### config.mk
export PLATFORM = sky130hd
export DESIGN_NAME = uf_parent_table
export DESIGN_NICKNAME = d
export VERILOG_FILES = /design/src/rtl/uf_pkg.sv /design/src/rtl/uf_init_sequencer.sv /design/src/rtl/uf_parent_table.sv
export SDC_FILE = /design/constraint.sdc
export NUM_CORES = 1
export LEC_CHECK = 0
export ABC_CLOCK_PERIOD_IN_PS = 11450
export CORE_MARGIN = 5
export CORE_UTILIZATION = 65
export CTS_CLUSTER_DIAMETER = 60
export DETAILED_ROUTE_END_ITERATION = 16
export PLACE_DENSITY = 0.9
export REMOVE_ABC_BUFFERS = 1
export SYNTH_ARGS = -nofsm -noshare
export SYNTH_HDL_FRONTEND = slang
export SYNTH_SLANG_ARGS = --single-unit
### constraint.sdc
create_clock -name clk -period 11.45 [get_ports clk]
set_input_delay 2.29 -clock clk [delete_from_list [all_inputs] [get_ports clk]]
set_output_delay 2.29 -clock clk [all_outputs]
set_load 0.03 [all_outputs]
### src/rtl/uf_pkg.sv
// Shared sizing and helpers for the union-find parent table.
// NODES entries hold parent pointers; every address and parent value is ADDR_W bits wide.
package uf_pkg;

    localparam int NODES  = 49;
    localparam int ADDR_W = 6;

    typedef logic [ADDR_W-1:0] node_t;

    // True when n names a real table entry.
    function automatic logic in_range(node_t n);
        return n < node_t'(NODES);
    endfunction

endpackage

### src/rtl/uf_init_sequencer.sv
// Identity sweep for the parent table: writes parent[cnt]=cnt once per cycle.
// The sweep restarts from entry 0 on reset or on init_start.
module uf_init_sequencer
    import uf_pkg::*;
(
    input  logic  clk,
    input  logic  reset,
    input  logic  init_start,
    output logic  busy,
    output logic  sweep_we,
    output node_t sweep_addr
);

    node_t cnt;

    // NOTE: state registers use non-blocking assignments so every flop samples pre-edge values.
    always_ff @(posedge clk) begin
        if (reset || init_start) begin
            cnt  <= '0;
            busy <= 1'b1;
        end else if (busy) begin
            if (cnt == node_t'(NODES - 1)) begin
                busy <= 1'b0;
            end else begin
                cnt <= cnt + node_t'(1);
            end
        end
    end

    assign sweep_we   = busy;
    assign sweep_addr = cnt;

endmodule

### src/rtl/uf_parent_table.sv
// Parent-table responder for the union-find decoder: 1W1R array with write-first reads,
// one pending read and one pending write slot held across the identity sweep.
module uf_parent_table
    import uf_pkg::*;
(
    input  logic              clk,
    input  logic              reset,
    input  logic              init_start,
    output logic              init_busy,
    input  logic              rd_req,
    input  logic [ADDR_W-1:0] rd_addr,
    output logic [ADDR_W-1:0] rd_data,
    output logic              rd_ready,
    input  logic              wr_req,
    input  logic [ADDR_W-1:0] wr_addr,
    input  logic [ADDR_W-1:0] wr_data,
    output logic              wr_done,
    output logic              err_addr,
    output logic              err_overflow,
    input  logic              err_clear
);

    logic  sweep_we;
    node_t sweep_addr;

    uf_init_sequencer u_seq (
        .clk        (clk),
        .reset      (reset),
        .init_start (init_start),
        .busy       (init_busy),
        .sweep_we   (sweep_we),
        .sweep_addr (sweep_addr)
    );

    node_t mem [NODES];

    logic  rd_pend_v, wr_pend_v;
    node_t rd_pend_addr, wr_pend_addr, wr_pend_data;

    logic  rd_go, wr_go, wr_ok, rd_bad, wr_bad, ovf_new;
    node_t rd_a, wr_a, wr_d, rd_val;

    // A pending request always has priority over a fresh one; the fresh one refills the slot.
    always_comb begin
        rd_go  = !init_busy && !init_start && (rd_pend_v || rd_req);
        wr_go  = !init_busy && !init_start && (wr_pend_v || wr_req);
        rd_a   = rd_pend_v ? rd_pend_addr : rd_addr;
        wr_a   = wr_pend_v ? wr_pend_addr : wr_addr;
        wr_d   = wr_pend_v ? wr_pend_data : wr_data;
        rd_bad = !in_range(rd_a);
        wr_bad = !in_range(wr_a) || !in_range(wr_d);
        wr_ok  = wr_go && !wr_bad;
        ovf_new = init_busy && !init_start &&
                  ((rd_req && rd_pend_v) || (wr_req && wr_pend_v));
        // Out-of-range reads return their own address so find sees a root and stops.
        if (rd_bad) begin
            rd_val = rd_a;
        end else if (wr_ok && (wr_a == rd_a)) begin
            rd_val = wr_d;
        end else begin
            rd_val = mem[rd_a];
        end
    end

    // NOTE: the array has no reset; the identity sweep initialises it after every reset.
    always_ff @(posedge clk) begin
        if (sweep_we) begin
            mem[sweep_addr] <= sweep_addr;
        end else if (wr_ok) begin
            mem[wr_a] <= wr_d;
        end
    end

    always_ff @(posedge clk) begin
        if (reset) begin
            rd_ready     <= 1'b0;
            wr_done      <= 1'b0;
            rd_data      <= '0;
            err_addr     <= 1'b0;
            err_overflow <= 1'b0;
            rd_pend_v    <= 1'b0;
            wr_pend_v    <= 1'b0;
            rd_pend_addr <= '0;
            wr_pend_addr <= '0;
            wr_pend_data <= '0;
        end else begin
            rd_ready <= rd_go;
            wr_done  <= wr_go;
            if (rd_go) begin
                rd_data <= rd_val;
            end

            err_addr     <= (err_addr && !err_clear) || (rd_go && rd_bad) || (wr_go && wr_bad);
            err_overflow <= (err_overflow && !err_clear) || ovf_new;

            if (init_start) begin
                rd_pend_v <= 1'b0;
                wr_pend_v <= 1'b0;
            end else begin
                rd_pend_v <= init_busy ? (rd_pend_v || rd_req) : (rd_pend_v && rd_req);
                wr_pend_v <= init_busy ? (wr_pend_v || wr_req) : (wr_pend_v && wr_req);
                if (rd_req && (init_busy ? !rd_pend_v : rd_pend_v)) begin
                    rd_pend_addr <= rd_addr;
                end
                if (wr_req && (init_busy ? !wr_pend_v : wr_pend_v)) begin
                    wr_pend_addr <= wr_addr;
                    wr_pend_data <= wr_data;
                end
            end
        end
    end

endmodule

== Word level (Yosys, flattened, before mapping) ==
Memory sizes are Yosys's and may differ from the RTL's.
Cells that the tools add are included.

* Memories kept: 1
* Bits in writable memories: 294
* Bits of input ports: 24
* Output and inout bits: 11
* Register bits after elaboration: 37

* Eq/ne operators: 2
* Mux-type cells: 19
* Reduce and logical (&&, ||, !) cells: 37
* Bitwise operators: 2
* Order comparisons: 3
* Add/sub/neg operators: 1

{| class="wikitable"
|+ Memory list
! name !! words !! bits a word !! read ports !! clocked after memory_dff !! wr ports !! line !! text
|-
| mem || 49 || 6 || 1 || 0 || 1 || uf_parent_table.sv:35 || <nowiki>node_t mem [NODES];</nowiki>
|}

{| class="wikitable"
|+ Operator list
! kind !! number
|-
| $mux W6 || 7
|-
| $lt A6 B6 Y1 const B || 3
|-
| $logic_and A1 B1 Y1 || 15
|-
| $mux W1 || 12
|-
| $logic_not A1 Y1 || 9
|-
| $logic_or A1 B1 Y1 || 8
|-
| $add A6 B1 Y6 const B || 1
|-
| $eq A6 B6 Y1 || 1
|-
| $eq A6 B6 Y1 const B || 1
|-
| $reduce_and A2 Y1 || 3
|-
| $reduce_or A6 Y1 || 1
|-
| $not A1 Y1 || 2
|-
| $reduce_or A2 Y1 || 1
|}

== Depth between registers and ports, before layout ==
Gate-level depths: netlist of run 1.

* Depth in word-level cells: 11
* Depth in mapped cells: 12
* Mapped depth without buffers: 8

== Modules after synthesis ==
From an unflattened synthesis of run 1, not the netlist that was laid out.

* Cell total of the unflattened synthesis: 983
* Area total of the unflattened synthesis: 14332.5 µm²

{| class="wikitable"
|+ Modules (own cells, without submodules)
! module !! instances !! area an instance (µm²) !! cells an instance !! sequential area each (µm²)
|-
| uf_parent_table || 1 || 13944.6 || 939 || 9429.0
|-
| uf_init_sequencer || 1 || 387.9 || 44 || 140.1
|}

== Worst setup path before layout of run 1 ==
OpenSTA, ideal clock, no wires.

* Path kind: input to register
* From: input wr_data[0]
* To: memory mem[0][4] in the netlist's numbering (data pin)
* Arrival: 4908 ps
* Slack: 6074 ps
* Stages on the path: 7
* Buffers on the path: 2
* Required time: 10982 ps
* Path through: nor4_1 -> o221ai_1 -> a21oi_2 -> buf_2 -> buf_1 -> nor2_1 -> a21oi_1

* Longest elaborated chain between the ends: 11

{| class="wikitable"
|+ RTL lines
! element !! line !! text
|-
| start: declaration || uf_parent_table.sv:16 || <nowiki>input logic [ADDR_W-1:0] wr_data,</nowiki>
|-
| $mux W6 || uf_parent_table.sv:49 || <nowiki>wr_d = wr_pend_v ? wr_pend_data : wr_data;</nowiki>
|-
| $lt A6 B6 Y1 || uf_pkg.sv:12 || <nowiki>return n < node_t'(NODES);</nowiki>
|-
| $logic_not A1 Y1 || uf_parent_table.sv:51 || <nowiki>wr_bad = !in_range(wr_a) || !in_range(wr_d);</nowiki>
|-
| $logic_or A1 B1 Y1 || uf_parent_table.sv:51 ||
|-
| $logic_not A1 Y1 || uf_parent_table.sv:52 || <nowiki>wr_ok = wr_go && !wr_bad;</nowiki>
|-
| $logic_and A1 B1 Y1 || uf_parent_table.sv:52 ||
|-
| $mux W1 || uf_parent_table.sv:69 || <nowiki>end else if (wr_ok) begin</nowiki>
|-
| $mux W1 || uf_parent_table.sv:67 || <nowiki>if (sweep_we) begin</nowiki>
|-
| $mux W1 (not written as such) || uf_parent_table.sv:70 || <nowiki>mem[wr_a] <= wr_d;</nowiki>
|-
| $reduce_or A6 Y1 (no source line) || -- ||
|-
| $mux W6 (no source line) || -- ||
|-
| end: declaration || uf_parent_table.sv:35 ||
|}

Every way passes these cells.

== Worst setup path after layout of run 1 ==
* From: input rd_addr[0]
* To: register rd_data[5]

* Longest elaborated chain between the ends: 5
* Elaborated cells on any way between the ends: 7
* Those cells by class: order compare: 1; eq/ne: 1; mux: 3; reduce/logical: 1; memory: 1

{| class="wikitable"
|+ RTL lines
! element !! line !! text
|-
| start: declaration || uf_parent_table.sv:11 || <nowiki>input logic [ADDR_W-1:0] rd_addr,</nowiki>
|-
| $mux W6 * || uf_parent_table.sv:47 || <nowiki>rd_a = rd_pend_v ? rd_pend_addr : rd_addr;</nowiki>
|-
| parallel branches: the longest is 3 deep, another holds $mem_v2 Z49 W6 || -- ||
|-
| $mux W6 * || uf_parent_table.sv:56 || <nowiki>if (rd_bad) begin</nowiki>
|-
| end signal: assignment || uf_parent_table.sv:90 || <nowiki>rd_data <= rd_val;</nowiki>
|-
| end: declaration || uf_parent_table.sv:12 || <nowiki>output logic [ADDR_W-1:0] rd_data,</nowiki>
|}

Mark *: on every way between the ends.
A chain may end at the register's enable or synchronous reset.

==> results.py, run 1 <==
metrics = {
    "run": {
        "max_cap_viol_count": 0,
    },
    "cts": {
        "postCtsSetupRepairBufs": 0,
        "cts_tree": "yes",
        "numClockSinks": 331,
        "clk_pin_slew_worst_paths_ns": 0.07,
        "htree_levels": 1,
        "cts_repair_resize_count": 0,
        "cts_max_path_buffers": 3,
        "clk_latency_ns": 0.56,
        "cts-hold-fix-buffers": 0,
        "cts-buffers-inserted": 30,
        "root_buffer": "clkbuf_16",
    },
    "finish": {
        "num-nets-final": 1078,
        "area_delta_synth_final_pct": 10.6,
        "drive_gt1_frac": 0.116,
        "final_cell_mix": "edfxtp_1, nor2_1, nand2_1",
        "layout_commonest_cell": "edfxtp_1",
        "fin_cells": 1353,
        "antenna_cells": 0,
    },
    "die": {
        "die_y_um": 159,
        "boundaryPins": 35,
        "die_area_um2": 25200,
        "core_area_um2": 21800,
        "num_rows": 54,
        "start_util": 0.659,
        "die_width_um": 159,
    },
    "synth": {
        "synth_area_leader_cell": "edfxtp_1",
        "ys_warn_count": 0,
        "yosysTopAreaCellShare": 0.614,
        "synth_edf_count": 294,
        "ys.flop_type": "edfxtp_1",
        "synth.distinct_cells": 66,
        "synth_area_leaders": "edfxtp_1, mux4_2, dfxtp_1",
        "syn_avg_cell_area_um2": 14.0,
        "synth_seq_cells": 331,
        "synthCells": 1029,
        "async_reset_ff_frac": 0,
        "ys_seq_area_frac": 0.666,
        "syn-cell-area_um2": 14400,
    },
    "worst_setup_path": {
        "timing.rr.end": "mem[40][2]",
        "worstPathRequired_ns": 11.86,
        "r2r_slack_ns": 7.75,
        "startpoint_type": "input port",
        "r2r-start": "wr_pend_addr[2]",
        "arrival_ns": 5.90,
        "r2r_cells": 6,
        "worstPathMaxFanout": 49,
        "end_kind": "flop",
        "path_class": "input port to flop",
        "crit_start": "rd_addr[0]",
    },
    "sta": {
        "finalHoldViolCount": 0,
        "maxClockFrequency_mhz": 182,
        "finalCritPeriodShare": 0.479,
        "worst_pin_slew_ns": 1.34,
        "drv_slew": 0,
        "skew_ns": 0.0151,
        "min_period_ns": 5.49,
        "relSlewSlack": 0.107,
        "finalSetupViolCount": 0,
        "grt_setup_unrepaired": "false",
        "setup-tns-final_ns": 0,
    },
    "route": {
        "drt_pass1_iterations": 9,
        "viasPerCell": 7.25,
        "drtIter0Drc": 1650,
        "wl_per_cell_um": 27.9,
        "wirelength_mm": 37.7,
        "drc": 0,
        "vias": 9815,
        "ant_nets": 0,
    },
    "place": {
        "gp_congestion": 0.976,
        "dpl.cell_count": 1300,
        "dp_hpwl_mm": 22.8,
        "port_buffers": 34,
    },
    "global_routing": {
        "antenna_found_initial": 0,
        "grt_max_degree": 59,
        "grt_usage": 0.291,
        "grt_overflow": 0,
        "grt_pass1_wl_mm": 57.3,
        "first_global_vias": 9402,
    },
    "hold_path": {
        "holdPathEnd": "err_overflow",
        "hold_path_class": "flop to flop",
        "min-delay-start": "err_overflow",
        "min_path_cells": 2,
    },
    "power": {
        "peakVddDrop_uv": 107,
        "p_leak_nw": 5.16,
        "powerDensity_nw_per_um2": 159,
    },
    "run_status": {
        "status": "finished, final reports clean",
    },
}
[layer usage]
layer	share of wire	track usage
met5	0	0
met4	0.055	0.123
met3	0.14	0.0728
met2	0.45	0.439
met1	0.36	0.409
[cell type report]
type / count / area (um2)
Clock inverter: 17 / 185
Timing Repair Buffer: 48 / 445
Fill cell: 1201 / 5920
Multi-Input combinational cell: 633 / 4530
Clock buffer: 36 / 795
Tap cell: 280 / 350
Sequential cell: 331 / 9570
Inverter: 8 / 30.0
[logic make-up (layout without fill, tap and decap cells)]
kind of cell	after synthesis	count (layout)	synth area share
simple gates	338	338	0.106
flops	331	331	0.666
compound gates	178	178	0.0861
mux	102	102	0.107
buf+inv	65	109	0.0255
xor+xnor	13	13	0.00792
fa+ha+maj	2	2	0.00174
[worst max-delay path, cell delays in order]
cell             delay (ns)
clkdlybuf4s50_1        0.92
mux2i_4                0.37
buf_4                  0.68
mux4_2                 0.61
a22oi_1                0.39
o311ai_1               0.27
nand3_1                0.21
a31oi_1                0.10
[how the worst max path moves through the flow]
stage / endpoint / cells past startpoint
finish: rd_data[5] / 8
floorplan: rd_data[4] / 6
global placement: mem[34][1] / 8
detailed placement: mem[10][0] / 8
global route: mem[10][3] / 8
CTS: mem[10][2] / 8
[synth_stat cells, types with 5 or more instances]
cell type	instances
o21ai_0	33
nor4_1	7
nand3_1	34
mux2_2	8
nand4_1	8
nor3_1	15
inv_1	8
mux4_2	38
edfxtp_1	294
buf_2	15
o22a_1	9
nand3b_1	5
a21oi_1	36
nand2_1	88
mux2i_1	51
o21ai_1	5
a22oi_1	8
buf_4	11
nand2b_1	16
dfxtp_1	37
a2bb2oi_1	6
nor2_1	141
o221ai_1	13
clkbuf_1	23
nor2b_1	9
a221oi_1	8
a31oi_1	10
xnor2_1	10
o2111ai_1	6
o211ai_1	8
[state kept, by name (all words and copies together), names as in the netlist]
register and cells:
err_addr 1, err_overflow 1, mem 294, rd_data 6, rd_pend_addr 6, rd_pend_v 1
rd_ready 1, u_seq.busy 1, u_seq.sweep_addr 6, wr_done 1, wr_pend_addr 6, wr_pend_data 6
wr_pend_v 1
[metrics by stage]
stage	worst slack [ns]	power [mW]	instance area [um2]	util	hold slack (ns)
detailed placement	5.53	1.53	14900	0.684	0.489
finish	5.96	2.52	15900	0.729	0.504
global route	5.73	2.58	15900	0.729	0.530
CTS	6.08	2.51	15900	0.729	0.505
global placement	5.67	1.52	14900	0.684	0.469
floorplan	4.88	1.46	14000	-	0.477
[power breakdown]
| part | internal [mW] | switching (mW) |
|---|---|---|
| registers | 1.31 | 0.00778 |
| clock network | 0.581 | 0.429 |
| logic | 0.0709 | 0.125 |
(Power assumes the default switching activity.)
==> inputs of run 2 (changes only) <==
Settings changed: ABC_CLOCK_PERIOD_IN_PS 11450 to 4600, CORE_UTILIZATION 65 to 56, PLACE_DENSITY 0.9 to 0.83.
Clock period 11.45 ns to 4.6 ns, I/O delays scaled along.
==> results.py, run 2 (synthesis results as in run 1) <==
metrics = {
    "sta": {
        "finalHoldViolCount": 0,
        "relSlewSlack": 0.126,
        "drv_slew": 0,
        "finalSetupViolCount": 0,
        "min_period_ns": 3.81,
        "layout_setup_ws_ns": 0.788,
        "maxClockFrequency_mhz": 262,
        "worst_pin_slew_ns": 1.31,
        "finalCritPeriodShare": 0.829,
        "setup-tns-final_ns": 0,
        "whs_ns": 0.524,
        "skew_ns": 0.0240,
        "grt_setup_unrepaired": "false",
    },
    "die": {
        "die_area_um2": 29000,
        "boundaryPins": 35,
        "die_width_um": 170,
        "start_util": 0.569,
        "core_area_um2": 25300,
        "num_rows": 58,
        "die_y_um": 170,
    },
    "cts": {
        "postCtsSetupRepairBufs": 0,
        "clk_latency_ns": 0.52,
        "cts_repair_resize_count": 0,
        "cts_max_path_buffers": 3,
        "cts-hold-fix-buffers": 0,
        "clk_pin_slew_worst_paths_ns": 0.06,
        "htree_levels": 2,
        "numClockSinks": 331,
        "cts-buffers-inserted": 34,
        "root_buffer": "clkbuf_16",
        "cts_tree": "yes",
    },
    "finish": {
        "area_delta_synth_final_pct": 12.9,
        "antenna_cells": 0,
        "drive_gt1_frac": 0.139,
        "final_cell_mix": "edfxtp_1, nor2_1, nand2_1",
        "largest_reg_flops": 294,
        "fin_cells": 1428,
        "num-nets-final": 1100,
        "fin_area_um2": 16200,
        "fin_util": 0.642,
        "layout_commonest_cell": "edfxtp_1",
        "largest-register": "mem",
    },
    "worst_setup_path": {
        "end_kind": "flop",
        "cpPeakStageDelay_ns": 0.82,
        "cp_top_family": "compound AO/OA/AOI/OAI gates",
        "path_class": "input port to flop",
        "worstPathRequired_ns": 4.77,
        "crit_buf_inv": 2,
        "arrival_ns": 3.98,
        "cpMostUsedCell": "nor4_1",
        "cp_slowest_cell": "a31oi_1",
        "worstPathMaxFanout": 31,
        "worstPathCellList": "clkdlybuf4s50_1 -> nor4_1 -> o221ai_1 -> a21oi_4 -> buf_4 -> nor4_1 -> a31oi_1 -> nor2_1",
        "startpoint_type": "input port",
    },
    "global_routing": {
        "grt_overflow": 0,
        "grt_max_degree": 54,
        "grt_pass1_wl_mm": 57.9,
        "grt_usage": 0.265,
        "antenna_found_initial": 0,
        "first_global_vias": 9454,
    },
    "power": {
        "power_frac_seq": 0.510,
        "p_int_mw": 4.96,
        "power.share.switching": 0.228,
        "powerDensity_nw_per_um2": 396,
        "p_clk_frac": 0.414,
        "netSwitchingPower_mw": 1.46,
        "combPwrFrac": 0.075,
        "power_mw": 6.43,
        "peakVddDrop_uv": 228,
        "p_leak_nw": 5.33,
    },
    "run_status": {
        "status": "finished, final reports clean",
    },
    "route": {
        "drt_pass1_iterations": 8,
        "drtIter0Drc": 1453,
        "wirelength_mm": 37.7,
        "drc": 0,
        "vias": 9590,
        "ant_nets": 0,
        "viasPerCell": 6.72,
        "wl_per_cell_um": 26.4,
    },
    "place": {
        "dpl.cell_count": 1368,
        "port_buffers": 34,
        "gp_congestion": 0.925,
        "dpl-instance-area_um2": 15200,
        "pre_cts_slack_ns": 0.341,
        "dp_hpwl_mm": 24.1,
    },
    "run": {
        "max_cap_viol_count": 0,
    },
    "hold_path": {
        "hold_path_class": "flop to flop",
    },
}
run 2: worst reg2reg max path: cells and delay by family (launching register included):
kind                   cells  cell delay (ns)
flip-flops                 1             0.76
AND/OR/NAND/NOR            2             0.46
AO/OA/AOI/OAI              3             1.47
buffers and inverters      1             0.38
run 2: path summary, 6_finish.rpt:
| path | startpoint | slack [ns] | to | depth (start not counted) |
|---|---|---|---|---|
| max | wr_addr[1] | 0.79 | mem[7][3] | 8 |
| min | err_addr | 0.52 | err_addr | 2 |
| max reg2reg | wr_pend_v | 1.20 | mem[7][3] | 6 |
| min reg2reg | err_addr | 0.52 | err_addr | 2 |
run 2: area by class of cell:
cell class	instances	area [um2]
multi-input cells	633	4530
clock buffers	44	910
clock inverters	16	156
repair buffers	66	618
inverters	8	30.0
fillers	1711	9030
flip-flops and latches	331	9570
well taps	330	413
run 2: power groups by stage:
stage	logic, mW	registers [mW]	clock network [mW]
2_1_floorplan	0.291	3.34	0
3_3_place_gp	0.451	3.34	0
6_report	0.484	3.28	2.66
5_1_grt	0.510	3.28	2.81
4_1_cts	0.472	3.28	2.67
3_5_place_dp	0.464	3.34	0
run 2: per-layer routing:
layer,up-vias,track usage,part of all wire
li1,4046,-,-
met1,4662,0.357,0.36
met2,742,0.410,0.46
met3,140,0.0743,0.13
met4,0,0.110,0.047
met5,-,0,0
==> inputs of run 3 (changes only) <==
Settings changed: ABC_CLOCK_PERIOD_IN_PS 4600 to 3700, CORE_UTILIZATION 56 to 62, PLACE_DENSITY 0.83 to 0.87.
Clock period 4.6 ns to 3.7 ns, I/O delays scaled along.
==> results.py, run 3 (synthesis results as in run 1) <==
metrics = {
    "run_status": {
        "status": "finished, final reports clean",
    },
    "finish": {
        "antenna_cells": 0,
        "multi_input_area_um2": 4530,
        "layout_commonest_cell": "edfxtp_1",
        "num-fill-cells": 1303,
        "drive_gt1_frac": 0.162,
        "fin_util": 0.723,
        "final_cell_mix": "edfxtp_1, nor2_1, nand2_1",
        "largest_reg_flops": 294,
        "largest-register": "mem",
        "num-nets-final": 1142,
        "regArea_um2": 9570,
        "area_delta_synth_final_pct": 14.3,
        "fin_area_um2": 16400,
    },
    "cts": {
        "cts-buffers-inserted": 31,
        "cts_repair_resize_count": 0,
        "cts_max_path_buffers": 3,
        "root_buffer": "clkbuf_16",
        "numClockSinks": 331,
        "cts-hold-fix-buffers": 0,
        "htree_levels": 1,
        "clk_latency_ns": 0.57,
        "postCtsSetupRepairBufs": 0,
        "clk_pin_slew_worst_paths_ns": 0.06,
        "cts_tree": "yes",
    },
    "worst_setup_path": {
        "r2r_cells": 7,
        "r2r_slack_ns": 0.63,
        "worstPathRequired_ns": 3.90,
        "arrival_ns": 3.31,
        "path_class": "input port to flop",
        "timing.rr.end": "rd_data[0]",
        "startpoint_type": "input port",
        "end_kind": "flop",
        "r2r-start": "rd_pend_v",
        "worstPathMaxFanout": 6,
    },
    "global_routing": {
        "grt_usage": 0.283,
        "grt_pass1_wl_mm": 56.8,
        "grt_max_degree": 50,
        "antenna_found_initial": 0,
        "grt_overflow": 0,
        "first_global_vias": 9692,
    },
    "sta": {
        "finalSetupViolCount": 0,
        "skew_ns": 0.00987,
        "finalHoldViolCount": 0,
        "layout_setup_ws_ns": 0.586,
        "worst_pin_slew_ns": 1.03,
        "min_period_ns": 3.11,
        "finalCritPeriodShare": 0.842,
        "relSlewSlack": 0.308,
        "maxClockFrequency_mhz": 321,
        "grt_setup_unrepaired": "false",
        "drv_slew": 0,
    },
    "die": {
        "die_area_um2": 26300,
        "num_rows": 55,
        "die_y_um": 162,
        "boundaryPins": 35,
        "die_width_um": 162,
        "start_util": 0.633,
        "core_area_um2": 22700,
    },
    "hold_path": {
        "hold_path_class": "flop to flop",
        "min_path_cells": 2,
        "min-delay-start": "err_overflow",
        "holdPathEnd": "err_overflow",
    },
    "place": {
        "dp_hpwl_mm": 24.1,
        "port_buffers": 34,
        "gp_congestion": 0.972,
        "dpl-instance-area_um2": 15500,
        "pre_cts_slack_ns": 0.0377,
    },
    "power": {
        "powerDensity_nw_per_um2": 463,
        "p_leak_nw": 5.50,
        "peakVddDrop_uv": 339,
        "power_mw": 7.60,
    },
    "route": {
        "wirelength_mm": 37.3,
        "vias": 9778,
        "drc": 0,
        "drtIter0Drc": 1543,
        "wl_per_cell_um": 26.2,
        "drt_pass1_iterations": 6,
        "viasPerCell": 6.87,
        "ant_nets": 0,
    },
    "run": {
        "max_cap_viol_count": 0,
    },
}
[run 3: cell types whose count changed in the layout (fill, tap and decap cells not counted), sizes merged]
| cell | change |
|---|---|
| buf | +45 |
| bufinv | -1 |
| clkinv | +2 |
| clkinvlp | -2 |
| clkbuf | -3 |
[run 3: layout make-up]
type	instances	area share
multi-input cells	633	0.276
clock inverters	15	0.00579
clock buffers	41	0.0495
inverters	8	0.00183
repair buffers	111	0.0628
well taps	285	0.0217
flip-flops and latches	331	0.583
[run 3: worst max path at each step]
stage	from	to	slack (ns)
after global placement	wr_data[0]	mem[28][0]	0.20
after CTS	wr_data[0]	mem[13][2]	0.61
after detailed placement	wr_data[0]	mem[45][1]	0.04
final	wr_data[0]	mem[13][1]	0.59
after global routing	rd_pend_v	rd_data[5]	0.50
after floorplan	rd_pend_v	rd_data[4]	-2.10
[run 3: worst max-delay path, cell delays in order]
cell and delay, ns:
clkdlybuf4s50_1 0.45, nor4_1 0.36, o221ai_1 0.24, a21oi_4 0.28, nor2b_1 0.28, a21oi_1 0.08, a2bb2oi_1 0.16, buf_4 0.21
nor2_1 0.51
[run 3: metrics by stage]
step / cells / hold WS [ns] / setup TNS (ns)
final: 1424 / 0.501 / 0
after global placement: 1368 / 0.475 / 0
after detailed placement: 1368 / 0.492 / 0
after floorplan: 972 / 0.477 / -112.40
after CTS: 1424 / 0.507 / 0
after global routing: 1424 / 0.532 / 0
[run 3: routing by layer]
layer  part of all wire  track usage
met5                  0            0
met3               0.12       0.0627
met2               0.47        0.451
met4              0.059        0.131
met1               0.35        0.378
[run 3: power by group]
group	switching [mW]	internal [mW]	total (mW)
logic	0.377	0.244	0.621
clock network	1.30	1.60	2.91
registers	0.0271	4.05	4.07
